## src/rtl/fifo_wr_arbiter_pkg.sv

```systemverilog
`default_nettype none
// ============================================================================
// Module   : fifo_wr_arbiter_pkg
// Purpose  : Shared state encoding, counter width and log2 helper for the
//            sync_fifo write-port arbiter.
// Revision : 1.0
// ============================================================================
package fifo_wr_arbiter_pkg;

  typedef enum logic [0:0] {
    ST_IDLE  = 1'b0,
    ST_GRANT = 1'b1
  } arb_state_e;

  localparam int BEAT_W = 8;

  function automatic int clog2(input int n);
    int r;
    r = 0;
    while ((1 << r) < n) r++;
    return r;
  endfunction

endpackage
`default_nettype wire

```

## src/rtl/fifo_wr_arbiter_rr_pick.sv

```systemverilog
`default_nettype none
// ============================================================================
// Module   : fifo_wr_arbiter_rr_pick
// Purpose  : Combinational rotating priority encoder; the scan starts at
//            last+1 and wraps modulo N_REQ.
// Revision : 1.0
// ============================================================================
module fifo_wr_arbiter_rr_pick #(
  parameter int N_REQ = 4,
  parameter int IW    = 2
) (
  input  logic [N_REQ-1:0] req,
  input  logic [IW-1:0]    last,
  output logic             found,
  output logic [IW-1:0]    idx
);

  // Walk the scan backwards so the candidate closest to last+1 is written last.
  always_comb begin
    found = 1'b0;
    idx   = '0;
    for (int k = N_REQ; k >= 1; k--) begin
      if (req[(int'(last) + k) % N_REQ]) begin
        found = 1'b1;
        idx   = IW'((int'(last) + k) % N_REQ);
      end
    end
  end

endmodule
`default_nettype wire

```

## src/rtl/fifo_wr_arbiter.sv

```systemverilog
`default_nettype none
// ============================================================================
// Module   : fifo_wr_arbiter
// Purpose  : Round-robin, burst-bounded arbiter sharing the sync_fifo write
//            port between N_REQ valid/ready producers.
// Revision : 1.0
// ============================================================================
module fifo_wr_arbiter
  import fifo_wr_arbiter_pkg::*;
#(
  parameter  int N_REQ     = 4,
  parameter  int DW        = 16,
  parameter  int MAX_BURST = 4,
  localparam int IW        = clog2(N_REQ)
) (
  input  logic                clk,
  input  logic                rst,
  input  logic [N_REQ-1:0]    req_valid,
  input  logic [N_REQ*DW-1:0] req_data,
  output logic [N_REQ-1:0]    req_ready,
  output logic                fifo_wr_en,
  output logic [DW-1:0]       fifo_din,
  input  logic                fifo_full,
  output logic [IW-1:0]       grant_id,
  output logic                busy
);

  arb_state_e        state_q, state_d;
  logic [IW-1:0]     owner_q, owner_d;
  logic [IW-1:0]     last_q, last_d;
  logic [BEAT_W-1:0] beat_cnt_q, beat_cnt_d;
  logic              pick_found;
  logic [IW-1:0]     pick_idx;
  logic              owner_valid;
  logic              xfer;

  fifo_wr_arbiter_rr_pick #(
    .N_REQ (N_REQ),
    .IW    (IW)
  ) u_rr_pick (
    .req   (req_valid),
    .last  (last_q),
    .found (pick_found),
    .idx   (pick_idx)
  );

  assign owner_valid = req_valid[owner_q];

  // Outputs are forced low while rst is high so a burst aborts in the reset cycle.
  always_comb begin
    state_d    = state_q;
    owner_d    = owner_q;
    last_d     = last_q;
    beat_cnt_d = beat_cnt_q;
    req_ready  = '0;
    fifo_wr_en = 1'b0;
    fifo_din   = '0;
    grant_id   = '0;
    busy       = 1'b0;
    xfer       = 1'b0;
    case (state_q)
      ST_IDLE: begin
        if (pick_found) begin
          owner_d    = pick_idx;
          beat_cnt_d = '0;
          state_d    = ST_GRANT;
        end
      end
      ST_GRANT: begin
        xfer                = owner_valid & ~fifo_full;
        busy                = ~rst;
        grant_id            = rst ? '0 : owner_q;
        req_ready[owner_q]  = ~fifo_full & ~rst;
        fifo_wr_en          = xfer & ~rst;
        fifo_din            = (xfer & ~rst) ? req_data[owner_q*DW +: DW] : '0;
        if (!owner_valid) begin
          state_d = ST_IDLE;
          last_d  = owner_q;
        end else if (xfer) begin
          if (beat_cnt_q == BEAT_W'(MAX_BURST - 1)) begin
            state_d    = ST_IDLE;
            last_d     = owner_q;
            beat_cnt_d = '0;
          end else begin
            beat_cnt_d = beat_cnt_q + BEAT_W'(1);
          end
        end
      end
    endcase
  end

  always_ff @(posedge clk) begin
    if (rst) begin
      state_q    <= ST_IDLE;
      owner_q    <= '0;
      last_q     <= IW'(N_REQ - 1);
      beat_cnt_q <= '0;
    end else begin
      state_q    <= state_d;
      owner_q    <= owner_d;
      last_q     <= last_d;
      beat_cnt_q <= beat_cnt_d;
    end
  end

endmodule
`default_nettype wire
```

## config.mk

```make
export PLATFORM = sky130hd
export DESIGN_NAME = fifo_wr_arbiter
export DESIGN_NICKNAME = d
export VERILOG_FILES = /design/src/rtl/fifo_wr_arbiter_pkg.sv /design/src/rtl/fifo_wr_arbiter_rr_pick.sv /design/src/rtl/fifo_wr_arbiter.sv
export SDC_FILE = /design/constraint.sdc
export NUM_CORES = 1
export LEC_CHECK = 0
export CAP_MARGIN = 40
export CORE_MARGIN = 4
export CORE_UTILIZATION = 32
export DETAILED_ROUTE_END_ITERATION = 16
export PLACE_DENSITY = 0.76
export SYNTH_ARGS = -nofsm -noshare
export SYNTH_HDL_FRONTEND = slang
export SYNTH_SLANG_ARGS = --single-unit
```

## constraint.sdc

```tcl
create_clock -name clk -period 1.7 [get_ports clk]
set_input_delay 0.17 -clock clk [delete_from_list [all_inputs] [get_ports clk]]
set_output_delay 0.17 -clock clk [all_outputs]
set_load 0.01 [all_outputs]
```

==> out/results.ini <==
[outcome]
status=finished, violations left
violations=negative setup slack

[pwr]
power.internal_mw=0.965
power_frac_clock_pct=20.9
power.switching_mw=0.375
p_comb_share_pct=53.4
switching_share_pct=28.0
powerDensity_mw_per_mm2=467
seq_power_share_pct=25.8
ir_drop_mv=0.331
p_leak_nw=1.20
total_power_mw=1.34

[worst_setup_path]
required_ps=1530
endpoint_kind=output pin
critPathCapture=fifo_din[14]
reg2reg_from=owner_q[1]$_SDFFE_PP0P_
r2r_slack_ps=-190
crit_type=flop to output pin
cp.arrival_ps=1740
path_max_fanout=6
rr_worst_depth=5
worst_setup_path_start_kind=flop
crit_start=owner_q[0]$_SDFFE_PP0P_
r2r-end=beat_cnt_q[6]$_SDFFE_PP0P_

[detailed_routing]
drt-total-wl_um=5830
vias=1777
drtIter0Drc=52
drt-wirelength-per-cell_um=18.1
vias_per_cell=5.52
postRouteAntennaNets=0
firstDrtPassIters=4
drc=0

[grt]
grt_max_degree=26
grt_use_total_pct=21.9
grt_antenna_before_repair=0
grt_pass1_vias=1834
overflow=0
grt_pass1_wl_um=8880

[clock_tree]
cts_sinks=13
clk_latency_ps=240
htreeDepth=1
cts_tree=built
cts_inserted_buffers=3
clk_pin_slew_ps=50
clockBufferDepth=2
cts_root_buf=clkbuf_8

[synth]
ys_top_cells_by_area=mux4_2 (29%), dfxtp_1 (19%), and3_1 (8.4%)
synth_nets=216
seq_area_frac_synth_pct=19.4
synth_top_cell_area_share_pct=28.6
synth_edf_count=0
synth-main-ff-cell=dfxtp_1
syn_avg_cell_area_um2=9.30
synth.distinct_cells=40
syn-cell-area_mm2=0.00134
synth_largest_area_cell=mux4_2
synth_warnings=0
syn_inst=144
synth_seq_cells=13
ys_async_sr_fraction_pct=0

[timing]
finalCritPeriodShare_pct=113
fmax_ghz=0.523
maxSlewHeadroom_pct=82.6
rsz0062_at_grt=yes
hold_viol_final=0
setup_viol=24
worstMarginPinSlew_ps=258
setup_ws_ps=-213
drv_slew=0
fin_worst_skew_ps=2.41
fin_crit_ps=1910

[floorplanning]
die_width_um=72.7
start_util_pct=33.2
core_area_mm2=0.00403
die_area_mm2=0.00528
die_y_um=72.7
row_count=23
ios=95

[run]
max-cap-violations=0

[worst_hold_path]
hp-class=input pin to flop

[placement]
dp_hpwl_um=3910
place_area_mm2=0.00245
routabilityCongestion=0.886
port_buffers=94
placed_cells=294

[cells_and_area]
drive_gt1_share_pct=40.1
area_delta_synth_final_pct=114
fill_cells=308
fin_util_pct=71.2
ff_latch_area_um2=268
diodes=0
stdcell_count=322
final_cell_area_mm2=0.00287
multi_input_area_mm2=0.00113
nets=345

==> cell usage after synthesis (2+ instances only) <==
cell type  instances
mux2i_1            4
a21oi_1            5
and3_1            18
nand2b_1           3
buf_6              2
mux4_2            17
xor2_1             2
nor2_1             6
o211ai_1           3
nor3b_1            2
o21ai_0            4
nand2_1           13
a31oi_1            3
or3_1              2
clkbuf_1           7
or2_2              2
dfxtp_1           13
and3b_1            2
and2_1             5
buf_2              2
inv_1              6
nand3_1            5
==> how the worst min path moves through the flow <==
stage / startpoint / endpoint / slack, ps / cells past startpoint
finish: rst / beat_cnt_q[0]$_SDFFE_PP0P_ / 470 / 3
global route: rst / beat_cnt_q[0]$_SDFFE_PP0P_ / 490 / 3
CTS: rst / owner_q[1]$_SDFFE_PP0P_ / 460 / 3
detailed placement: beat_cnt_q[1]$_SDFFE_PP0P_ / beat_cnt_q[1]$_SDFFE_PP0P_ / 500 / 1
global placement: beat_cnt_q[1]$_SDFFE_PP0P_ / beat_cnt_q[1]$_SDFFE_PP0P_ / 480 / 1
floorplan: req_valid[0] / owner_q[0]$_SDFFE_PP0P_ / 350 / 2
==> routing by layer <==
metal | vias to the layer above | track usage [%] | share of wire (%)
met5 | - | 0 | 0
met4 | 0 | 7.17 | 3.7
met3 | 24 | 6.75 | 7.8
met2 | 79 | 40.6 | 53
met1 | 855 | 23.3 | 36
li1 | 819 | - | -
==> power groups by stage <==
stage                     sequential, mW  clock [mW]  combinational [mW]
after global placement             0.340           0               0.520
after floorplan                    0.335           0               0.258
after CTS                          0.345       0.289               0.682
after global routing               0.347       0.303               0.763
after detailed placement           0.341           0               0.528
final                              0.345       0.280               0.715
==> critical path, stage by stage (launching register included) <==
cell	delay (ps)
dfxtp_4	440
buf_4	140
buf_6	100
mux4_2	510
and3_1	180
buf_2	130
==> state kept, by name, indices dropped and copies added, names as in the netlist <==
register,count
state_q,1
last_q,2
beat_cnt_q,8
owner_q,2
==> cell usage in the layout (no fill, tap or decap), types with 2 or more instances in the layout <==
cell             Yosys  final
a21oi_1              5      4
a31oi_1              3      3
and2_1               5      4
and2_4               1      2
and3_1              18      7
and3_4               0     11
and3b_1              2      2
buf_12               0      3
buf_16               0      2
buf_2                2      8
buf_4                0     21
buf_6                2     22
clkbuf_2             0      3
clkbuf_8             0      3
clkdlybuf4s50_1      0     65
dfxtp_1             13     11
dfxtp_4              0      2
dlygate4sd2_1        0      8
inv_1                6      5
mux2i_1              4      4
mux4_2              17     19
nand2_1             13     12
nand2b_1             3      3
nand3_1              5      5
nor2_1               6      5
o211ai_1             3      3
o21ai_0              4      2
o21ai_1              0      2
or2_2                2      2
or3_1                2      2
xor2_1               2      2
==> repair_timing <==
item,in CTS,in global routing
resized for setup,112,31
endpoints found under the hold margin,0,0
setup buffers,17,2
gates cloned,5,0
endpoints found under the setup margin,33,30
hold buffers,0,0
pin swaps,11,8
==> cells by family after synthesis <==
group / share of synthesized area (%)
flops: 19.4
xor+xnor: 1.31
fa+ha+maj: 0.934
compound gates: 11.4
buf+inv: 6.36
simple gates: 29.0
mux: 31.6
==> through the flow <==
step | setup TNS, ps | hold slack [ps] | worst slack, ps
2_1_floorplan | -229 | 352 | -133
3_3_place_gp | -11970 | 478 | -466
3_5_place_dp | -12500 | 504 | -466
4_1_cts | -3170 | 463 | -216
5_1_grt | -4040 | 487 | -244
6_report | -2990 | 467 | -213
==> cell type report <==
class | instances | share of cell area [%]
multi-input combinational | 115 | 39.3
sequential | 13 | 9.34
tap | 50 | 2.18
timing repair buffer | 134 | 46.9
inverter | 6 | 0.785
clock buffer | 4 | 1.57
(Power assumes the default switching activity.)
